File: src/rtl/imem_arbiter_pkg.sv
// Shared constants and FSM encoding for the instruction-memory arbiter.
// Holds the code-window bounds and the exception code returned on illegal fetches.
package imem_arbiter_pkg;

    localparam logic [31:0] IMEM_BASE     = 32'h0000_3000;
    localparam logic [31:0] IMEM_LIMIT    = 32'h0000_4ffc;
    localparam int          IMEM_IDX_W    = 12;
    localparam int          IMEM_MAX_WAIT = 8;
    localparam logic [4:0]  EXC_ADEL      = 5'd4;

    typedef enum logic {
        ARB  = 1'b0,
        LOCK = 1'b1
    } arb_state_e;

endpackage

File: src/rtl/imem_addr_check.sv
// Code-window check for one requester: legal flag and memory word index.
// The index is only meaningful when legal is high.
module imem_addr_check
    import imem_arbiter_pkg::*;
#(
    parameter logic [31:0] BASE  = IMEM_BASE,
    parameter logic [31:0] LIMIT = IMEM_LIMIT,
    parameter int          IDX_W = IMEM_IDX_W
) (
    input  logic [31:0]      addr,
    output logic             legal,
    output logic [IDX_W-1:0] idx
);

    assign legal = (addr >= BASE) && (addr <= LIMIT) && (addr[1:0] == 2'b00);
    assign idx   = IDX_W'((addr - BASE) >> 2);

endmodule

File: src/rtl/imem_arbiter.sv
// Single-port instruction memory arbiter between the fetch stage and the loader.
// Fetch has fixed priority; a starved loader is forced through, and a locked loader owns the port.
module imem_arbiter
    import imem_arbiter_pkg::*;
#(
    parameter logic [31:0] BASE     = IMEM_BASE,
    parameter logic [31:0] LIMIT    = IMEM_LIMIT,
    parameter int          IDX_W    = IMEM_IDX_W,
    parameter int          MAX_WAIT = IMEM_MAX_WAIT
) (
    input  logic             clk,
    input  logic             reset,

    input  logic             f_req,
    input  logic [31:0]      f_addr,
    input  logic             f_flush,
    output logic             f_gnt,
    output logic             f_rvalid,
    output logic [31:0]      f_rdata,
    output logic [4:0]       f_excCode,

    input  logic             l_req,
    input  logic             l_we,
    input  logic             l_lock,
    input  logic [31:0]      l_addr,
    input  logic [31:0]      l_wdata,
    output logic             l_gnt,
    output logic             l_rvalid,
    output logic [31:0]      l_rdata,
    output logic             l_err,

    output logic             m_en,
    output logic             m_we,
    output logic [IDX_W-1:0] m_addr,
    output logic [31:0]      m_wdata,
    input  logic [31:0]      m_rdata
);

    localparam int WAIT_W = $clog2(MAX_WAIT + 1);

    arb_state_e        state;
    arb_state_e        state_next;
    logic [WAIT_W-1:0] wait_cnt;
    logic [WAIT_W-1:0] wait_next;

    logic             f_legal;
    logic             l_legal;
    logic [IDX_W-1:0] f_idx;
    logic [IDX_W-1:0] l_idx;

    logic fetch_wants;
    logic starved;
    logic f_grant;
    logic l_grant;
    logic f_access;
    logic l_access;

    logic f_rvalid_q;
    logic f_ok_q;
    logic l_rvalid_q;
    logic l_ok_q;
    logic l_rd_q;

    imem_addr_check #(
        .BASE  (BASE),
        .LIMIT (LIMIT),
        .IDX_W (IDX_W)
    ) u_fetch_check (
        .addr  (f_addr),
        .legal (f_legal),
        .idx   (f_idx)
    );

    imem_addr_check #(
        .BASE  (BASE),
        .LIMIT (LIMIT),
        .IDX_W (IDX_W)
    ) u_loader_check (
        .addr  (l_addr),
        .legal (l_legal),
        .idx   (l_idx)
    );

    assign fetch_wants = f_req && !f_flush;
    assign starved     = (wait_cnt >= WAIT_W'(MAX_WAIT));

    // Grant selection and next state; grants are forced low while reset is held.
    always_comb begin
        state_next = state;
        f_grant    = 1'b0;
        l_grant    = 1'b0;

        if (state == LOCK && l_lock) begin
            l_grant = l_req;
        end else begin
            l_grant    = l_req && (starved || !fetch_wants);
            f_grant    = fetch_wants && !l_grant;
            state_next = (l_grant && l_lock) ? LOCK : ARB;
        end

        if (reset) begin
            f_grant = 1'b0;
            l_grant = 1'b0;
        end
    end

    always_comb begin
        wait_next = '0;
        if (l_req && !l_grant) begin
            wait_next = starved ? wait_cnt : wait_cnt + 1'b1;
        end
    end

    always_ff @(posedge clk or posedge reset) begin
        if (reset) begin
            state    <= ARB;
            wait_cnt <= '0;
        end else begin
            state    <= state_next;
            wait_cnt <= wait_next;
        end
    end

    assign f_gnt    = f_grant;
    assign l_gnt    = l_grant;
    assign f_access = f_grant && f_legal;
    assign l_access = l_grant && l_legal;

    assign m_en    = f_access || l_access;
    assign m_we    = l_access && l_we;
    assign m_addr  = l_access ? l_idx : (f_access ? f_idx : '0);
    assign m_wdata = m_we ? l_wdata : 32'h0;

    // Response flags follow the memory's one-cycle read; an in-flight response dies with reset.
    always_ff @(posedge clk or posedge reset) begin
        if (reset) begin
            f_rvalid_q <= 1'b0;
            f_ok_q     <= 1'b0;
            l_rvalid_q <= 1'b0;
            l_ok_q     <= 1'b0;
            l_rd_q     <= 1'b0;
        end else begin
            f_rvalid_q <= f_grant;
            f_ok_q     <= f_legal;
            l_rvalid_q <= l_grant;
            l_ok_q     <= l_legal;
            l_rd_q     <= l_access && !l_we;
        end
    end

    assign f_rvalid  = f_rvalid_q;
    assign f_rdata   = (f_rvalid_q && f_ok_q) ? m_rdata : 32'h0;
    assign f_excCode = (f_rvalid_q && !f_ok_q) ? EXC_ADEL : 5'd0;

    assign l_rvalid = l_rvalid_q;
    assign l_rdata  = l_rd_q ? m_rdata : 32'h0;
    assign l_err    = l_rvalid_q && !l_ok_q;

    a_one_grant: assert property (@(posedge clk) disable iff (reset) !(f_gnt && l_gnt));
    a_we_has_en: assert property (@(posedge clk) disable iff (reset) m_we |-> m_en);
    a_lock_no_fetch: assert property (@(posedge clk) disable iff (reset)
        (state == LOCK && l_lock) |-> !f_gnt);

endmodule
File: config.mk
export PLATFORM = sky130hd
export DESIGN_NAME = imem_arbiter
export DESIGN_NICKNAME = d
export VERILOG_FILES = /design/src/rtl/imem_arbiter_pkg.sv /design/src/rtl/imem_addr_check.sv /design/src/rtl/imem_arbiter.sv
export SDC_FILE = /design/constraint.sdc
export NUM_CORES = 1
export LEC_CHECK = 0
export CORE_AREA = 2 2 100 102
export CTS_BUF_LIST = sky130_fd_sc_hd__clkbuf_4
export DETAILED_ROUTE_END_ITERATION = 16
export DIE_AREA = 0 0 102 104
export REMOVE_ABC_BUFFERS = 1
export SLEW_MARGIN = 0
export SYNTH_ARGS = -nofsm -noshare
export SYNTH_HDL_FRONTEND = slang
export SYNTH_SLANG_ARGS = --single-unit
File: constraint.sdc
create_clock -name clk -period 2.7 [get_ports clk]
set_input_delay 0.54 -clock clk [delete_from_list [all_inputs] [get_ports clk]]
set_output_delay 0.54 -clock clk [all_outputs]
set_load 0.05 [all_outputs]
==> results of run 1 <==
-- stage by stage --
step | utilization, % | std cells | setup TNS, ns | hold WS [ns] | instance area [um2]
floorplan | - | 190 | -16.52 | 0.380 | 1460
CTS | 51.1 | 613 | -2.33 | 0.495 | 4880
global placement | 49.1 | 600 | -19.66 | 0.468 | 4680
global route | 53.8 | 617 | -4.69 | 0.513 | 5140
finish | 53.8 | 617 | -1.45 | 0.494 | 5140
detailed placement | 49.1 | 600 | -21.86 | 0.471 | 4680
-- placed cells by master (no fill, tap or decap), drive strengths merged, types with 6 or more instances in the layout --
master and n:
clkdlybuf4s50 70, and3 64, a22o 12, nor4 7, inv 10, dlygate4sd2 32, nand4 6, nor2 6
and2 34, clkdlybuf4s15 20, clkbuf 7, dfrtp 10, buf 161, ha 8
-- layer usage --
layer,vias up,routed length (um)
met2,155,5050
met4,0,80
met1,1195,3170
met3,6,1040
li1,1298,-
met5,-,0
-- where the power goes --
part	leakage [nW]	internal, mW	switching [mW]
Sequential	0.136	0.154	0.00385
Clock	0.0154	0.0532	0.0491
Combinational	2.34	0.192	0.119
-- final timing paths --
path	endpoint
max	m_wdata[29]
min	state
max reg2reg	l_rd_q
min reg2reg	state
max in group asynchronous	l_rd_q
min in group asynchronous	wait_cnt[0]
-- worst max-delay path: cells and delay by family --
kind                   cells  cell delay [ns]
buffers and inverters      4             0.52
AND/OR/NAND/NOR            4             1.15
-- area by class of cell --
type / count / share of cell area, %
Inverter: 10 / 0.731
Timing Repair Buffer: 290 / 61.4
Sequential cell: 10 / 4.87
Clock buffer: 3 / 0.438
Multi-Input combinational cell: 170 / 29.2
Tap cell: 133 / 3.24
Clock inverter: 1 / 0.0731
-- what timing repair did --
item / in CTS / in global routing
setup buffers: 8 / 3
pin swaps: 32 / 24
gates resized for setup: 153 / 45
gates cloned: 3 / 3
endpoints found under the setup margin: 46 / 46
-- sequential cells by signal, indices dropped and copies added, names as in the netlist --
name,cells
l_ok_q,1
f_rvalid,1
l_rd_q,1
f_ok_q,1
state,1
l_rvalid,1
wait_cnt,4
-- kinds of logic after synthesis --
group | Yosys count | synth area share [%]
buffers and inverters | 33 | 11.1
other | 1 | 0.237
AND/OR/NAND/NOR | 135 | 54.4
multiplexers | 1 | 0.633
adder cells (fa/ha/maj) | 8 | 6.33
XOR/XNOR | 2 | 1.11
AO/OA/AOI/OAI | 20 | 10.4
flip-flops | 10 | 15.8
==> impl_results.md, run 1 <==
* Main area contributors after synthesis: and3_1, dfrtp_1, and2_1
* Total power after layout at 571 uW
* Warnings from Yosys at 0
* Reg clk slew, reported paths at roughly 0.06 ns
* Most used cell along the critical path: buf_6
* Maximum clock rate at 0.361 GHz
* # diodes at 0
* CP Data Required Time at 2.16 ns
* Startpoint Class: input pin
* Filler Cell Count at around 900
* Synth cell types at 34
* Die span in y at roughly 100 um
* Yosys reg bits at 10
* Htree depth at 1
* Die Width at approximately 100 um
* First-pass GRT wire length at roughly 14 mm
* GRT met3 Usage at roughly 5.3%
* GRT busiest layer: met2
* Vias in the first global route at 2691
* Crit-path max cell delay at ~0.55 ns
* Slew Limit Fails at 0
* Cell accounting for the most synthesized area: and3_1
* Cell Area, Synth at 1580 um2
* Setup Skew at approximately 0.010 ns
* Critical path peak fanout at 7
* Critical-path cell list: buf_6 -> or4_4 -> nor3_4 -> and4bb_4 -> buf_6 -> clkbuf_16 -> and3_4 -> buf_12
* Share of cells above drive strength 1 at between 40% and 50%
* DRT Wirelength at 9.34 mm
* Hold wc startpoint: state
* Reg2reg setup slack at around 1.1 ns
* Register area at 250 um2
* Root Driver: clkbuf_4
* Status: finished with violations
* Setup violators final at 36
* PnR worst setup slack at -0.0671 ns
* PortBufs at 250
* Final nets at 628
* Multi-input gate area at around 1500 um2
* Predominant post-synthesis flop cell: dfrtp_1
* CTS tree: done
* Share of the yosys chip area belonging to registers at between 15 and 20%
* 1st-iter DRT viols at 79
* Final Wtd Congestion at approximately 0.74
* Mapped Cells at 210
* Met2 usage at 32.0%
* Number of remaining DRC errors at 0
* Setup WS pre-CTS at -0.513 ns
* Nature of the critical path endpoint: output pin
* Worst min path class: reg2reg
* Post-DP HPWL at 7.57 mm
* RSZ-0062 raised after global routing: true
* Number of max-cap violations at 0
* Count of flip-flops with a built-in enable after synthesis at 0
* Power density cells at roughly 110 nW/um2
* GRT overflow at 0
* Row count at 36
* Fin crit share at 102%
* DIE AREA at around 11000 um2
* Gr usage total at between 10% and 20%
* Peak supply drop at 0.000118 V
* Worst skew pair latency at 0.27 ns
* Synth top cells by count: and3_1, and2_1, a22o_1, clkbuf_1
* Starting density of the core at 16.6%
* GR Util met1 at 15.5%
* Post-DRT Antenna Nets at 0
* Vias at about 2.7k
* Failing checks: negative setup slack
* Fin crit period at roughly 2.8 ns
* CTS buffer count at 3
* Worst-case clock buffer depth at 2
* Reg2reg start: state
* Area delta synth->final at 225%
* WS Path Type: in2out
* Synth Area per Inst at ~7.5 um2
* Top Ports at approximately 260
* Hold_buf cts at 0
* Max-Slew Margin vs Limit at 54.4%
* Drt pass-1 iters at 4
* Async S/R FF share, synth at between 90% and 100%
* WL/cell at around 15 um
* Count leader, synth: and3_1
* Largest net degree at the start of global routing at 35
* Actual slew at the worst max-slew pin at just under 0.7 ns
* Slowest cell on the critical path: or4_4
* Num Clock Sinks at 10
* Leak pwr at about 2.5 nW
* Critical path data arrival time at between 2 and 2.5 ns
* R2r worst-path depth at 7
* Initial antenna violation count at 0
* Share of the synthesized area in the top cell type at 25.3%
* Core area at about 9500 um2
* Final hold violations at 0
* Via density at roughly 4.3
* CP startpoint: l_addr[0]
* Hold depth at 1
Power figures use the tool's default switching activity.
==> run 2: changes to the inputs <==
Settings changed: CORE_AREA 2 2 100 102 to 2 2 98 100, DIE_AREA 0 0 102 104 to 0 0 100 102, PLACE_DENSITY from default to 0.66.
Clock period 2.7 ns to 3.3 ns, I/O delays scaled along.
==> impl_results.md, run 2 (same netlist as run 1, synthesis figures left out) <==
* Status: finished, final reports clean
* Crit-path max cell delay at 0.49 ns (-0.06 ns)
* Slowest cell on the critical path: clkdlybuf4s50_1
* Post-DRT Antenna Nets at 0 (unchanged)
* Top layer in use: met4
* Htree depth at 1 (unchanged)
* Total power after layout at 465 uW (-19%)
* Startpoint Class: input pin
* Die span in y at 102 um (-1.9%)
* Placed Area at 4640 um2 (-1.0%)
* Hold depth at 1 (unchanged)
* Worst-case clock buffer depth at 2 (unchanged)
* Number of remaining DRC errors at 0 (unchanged)
* WS Path Type: in2out
* Power density cells at 93.3 nW/um2 (-16%)
* Maximum clock rate at approximately 0.31 GHz
* Cells after DPL at 559 (-6.8%)
* Vias in the first global route at 2481 (-7.8%)
* Wl on met1 at 3.07 mm (-3.3%)
* R2r worst-path depth at 4 (-3)
* Row count at 35 (-2.8%)
* DRT Wirelength at 9.17 mm (-1.9%)
* Worst Hold End: state
* Design area at 4980 um2 (-3.0%)
* CP bufs+invs at 3 (-1)
* Slew Limit Fails at 0 (unchanged)
* Final Util at 54.7% (+0.91 points)
* Leak pwr at 2.21 nW (-11%)
* Max FFs per register at 4 (unchanged)
* Largest net degree at the start of global routing at 48 (+37%)
* FF-to-FF End: l_rd_q
* Hold wc startpoint: state
* Worst skew pair latency at 0.26 ns (about the same)
* Post-CTS setup buffers at 0 (-8)
* Setup Skew at 0.000575 ns (-0.00948 ns)
* Initial antenna violation count at 0 (unchanged)
* WL/cell at 16.1 um (+6.4%)
* Fin crit period at around 3.2 ns
* CTS tree: done
* Top Ports at 255 (unchanged)
* Starting density of the core at 17.4% (+0.80 points)
* Setup violators final at 0 (-100%)
* Core area at 9110 um2 (-4.6%)
* Final nets at 602 (-4.1%)
* Post-DP HPWL at 7.47 mm (-1.3%)
* Fin crit share at a little over nine tenths
* Num Clock Sinks at 10 (unchanged)
* Die Width at 100 um (-2.0%)
* Peak supply drop at 0.0000694 V (-41%)
* CTS buffer count at 3 (unchanged)
* Final Wtd Congestion at 0.811 (+10%)
* Largest Register: wait_cnt
* Vias at 2559 (-3.6%)
* Design internal power at 332 uW (-17%)
* Sw Ratio at 28.5% (-1.6 points)
* Reg2reg start: wait_cnt[3]
* First-pass GRT wire length at 12.4 mm (-9.0%)
* Max-Slew Margin vs Limit at 49.9% (-4.5 points)
* GRT overflow at 0 (unchanged)
* Final hold violations at 0 (unchanged)
* Hold_buf cts at 0 (unchanged)
* Most frequent cells in the layout: clkdlybuf4s50_1, buf_12, and3_1
* Critical path peak fanout at 7 (unchanged)
* Gr usage total at 15.2% (-0.85 points)
* RSZ-0062 raised after global routing: true
* Clock power frac at 18.2% (+0.3 points)
* Area delta synth->final at 215%
* Fin cells at 569 (-7.8%)
* Reg clk slew, reported paths at 0.06 ns (about the same)
* Actual slew at the worst max-slew pin at 0.751 ns (+0.0669 ns)
* Cell family with most CP delay: buffers and inverters
* Routed length on met2 at 5.17 mm (+2.4%)
* WL met3 at 811 um (-22%)
* Number of max-cap violations at 0 (unchanged)
* 1st-iter DRT viols at 40 (-49%)
* Drt pass-1 iters at 4 (unchanged)
* Critical-path cell list: clkdlybuf4s50_1 -> nand4_1 -> o311ai_2 -> and4bb_4 -> buf_6 -> and3_1 -> buf_12
* Root Driver: clkbuf_4
* Net switching power figure at 133 uW (-23%)
* PortBufs at 250 (unchanged)
* Most common cell after layout, fill and taps aside: clkdlybuf4s50_1
* Share of cells above drive strength 1 at 22.3% (-25 points)
* DIE AREA at 10200 um2 (-3.8%)
* Via density at 4.50 (+4.6%)
* Sequential Power Share at 27.8% (about the same)
* Nature of the critical path endpoint: output pin
* Worst min path class: reg2reg
* # diodes at 0 (unchanged)
* Reg2reg setup slack at 1.80 ns (+0.73 ns)
* Critical path data arrival time at 2.56 ns (+0.33 ns)
* CP Data Required Time at 2.64 ns (+0.48 ns)
* Logic pwr share at 54.0% (-0.4 points)
[run 2: what timing repair did]
action,4_1_cts,5_1_grt
gates cloned,0,6
pin swaps,0,12
endpoints found under the setup margin,46,46
gates resized for setup,3,48
[run 2: per-layer routing]
metal | vias to the layer above | global-route usage, %
li1 | 1248 | -
met2 | 147 | 31.4
met1 | 1155 | 14.8
met4 | 0 | 3.90
met5 | - | 0
met3 | 9 | 3.83
[run 2: final cells by class]
type	count	area [um2]
Clock inverter	1	3.75
Sequential cell	10	250
Timing Repair Buffer	264	3190
Tap cell	111	139
Multi-Input combinational cell	170	1340
Inverter	10	37.5
Fill cell	822	4130
Clock buffer	3	22.5
[run 2: how the worst max path moves through the flow]
stage	depth (start not counted)	end	startpoint	slack, ns
floorplan	6	m_wdata[0]	l_addr[12]	-0.006
CTS	9	m_wdata[3]	l_addr[12]	0.001
detailed placement	9	m_addr[8]	f_addr[13]	-0.10
global route	9	m_addr[4]	f_addr[13]	-0.01
finish	7	m_wdata[30]	l_addr[2]	0.08
global placement	9	m_addr[3]	f_addr[12]	-0.08
[run 2: stage by stage]
step / TNS [ns] / setup WS, ns / hold slack (ns)
3_5_place_dp: -2.55 / -0.104 / 0.497
5_1_grt: -0.0316 / -0.0118 / 0.539
3_3_place_gp: -1.08 / -0.0774 / 0.464
2_1_floorplan: -0.179 / -0.00560 / 0.456
6_report: 0 / 0.0768 / 0.499
4_1_cts: 0 / 0.00148 / 0.512
[run 2: power groups by stage]
| stage | logic (mW) | registers (mW) | clock network (mW) |
|---|---|---|---|
| 2_1_floorplan | 0.0434 | 0.137 | 0 |
| 3_3_place_gp | 0.240 | 0.131 | 0 |
| 3_5_place_dp | 0.245 | 0.132 | 0 |
| 4_1_cts | 0.247 | 0.129 | 0.0861 |
| 5_1_grt | 0.267 | 0.130 | 0.0945 |
| 6_report | 0.251 | 0.129 | 0.0847 |
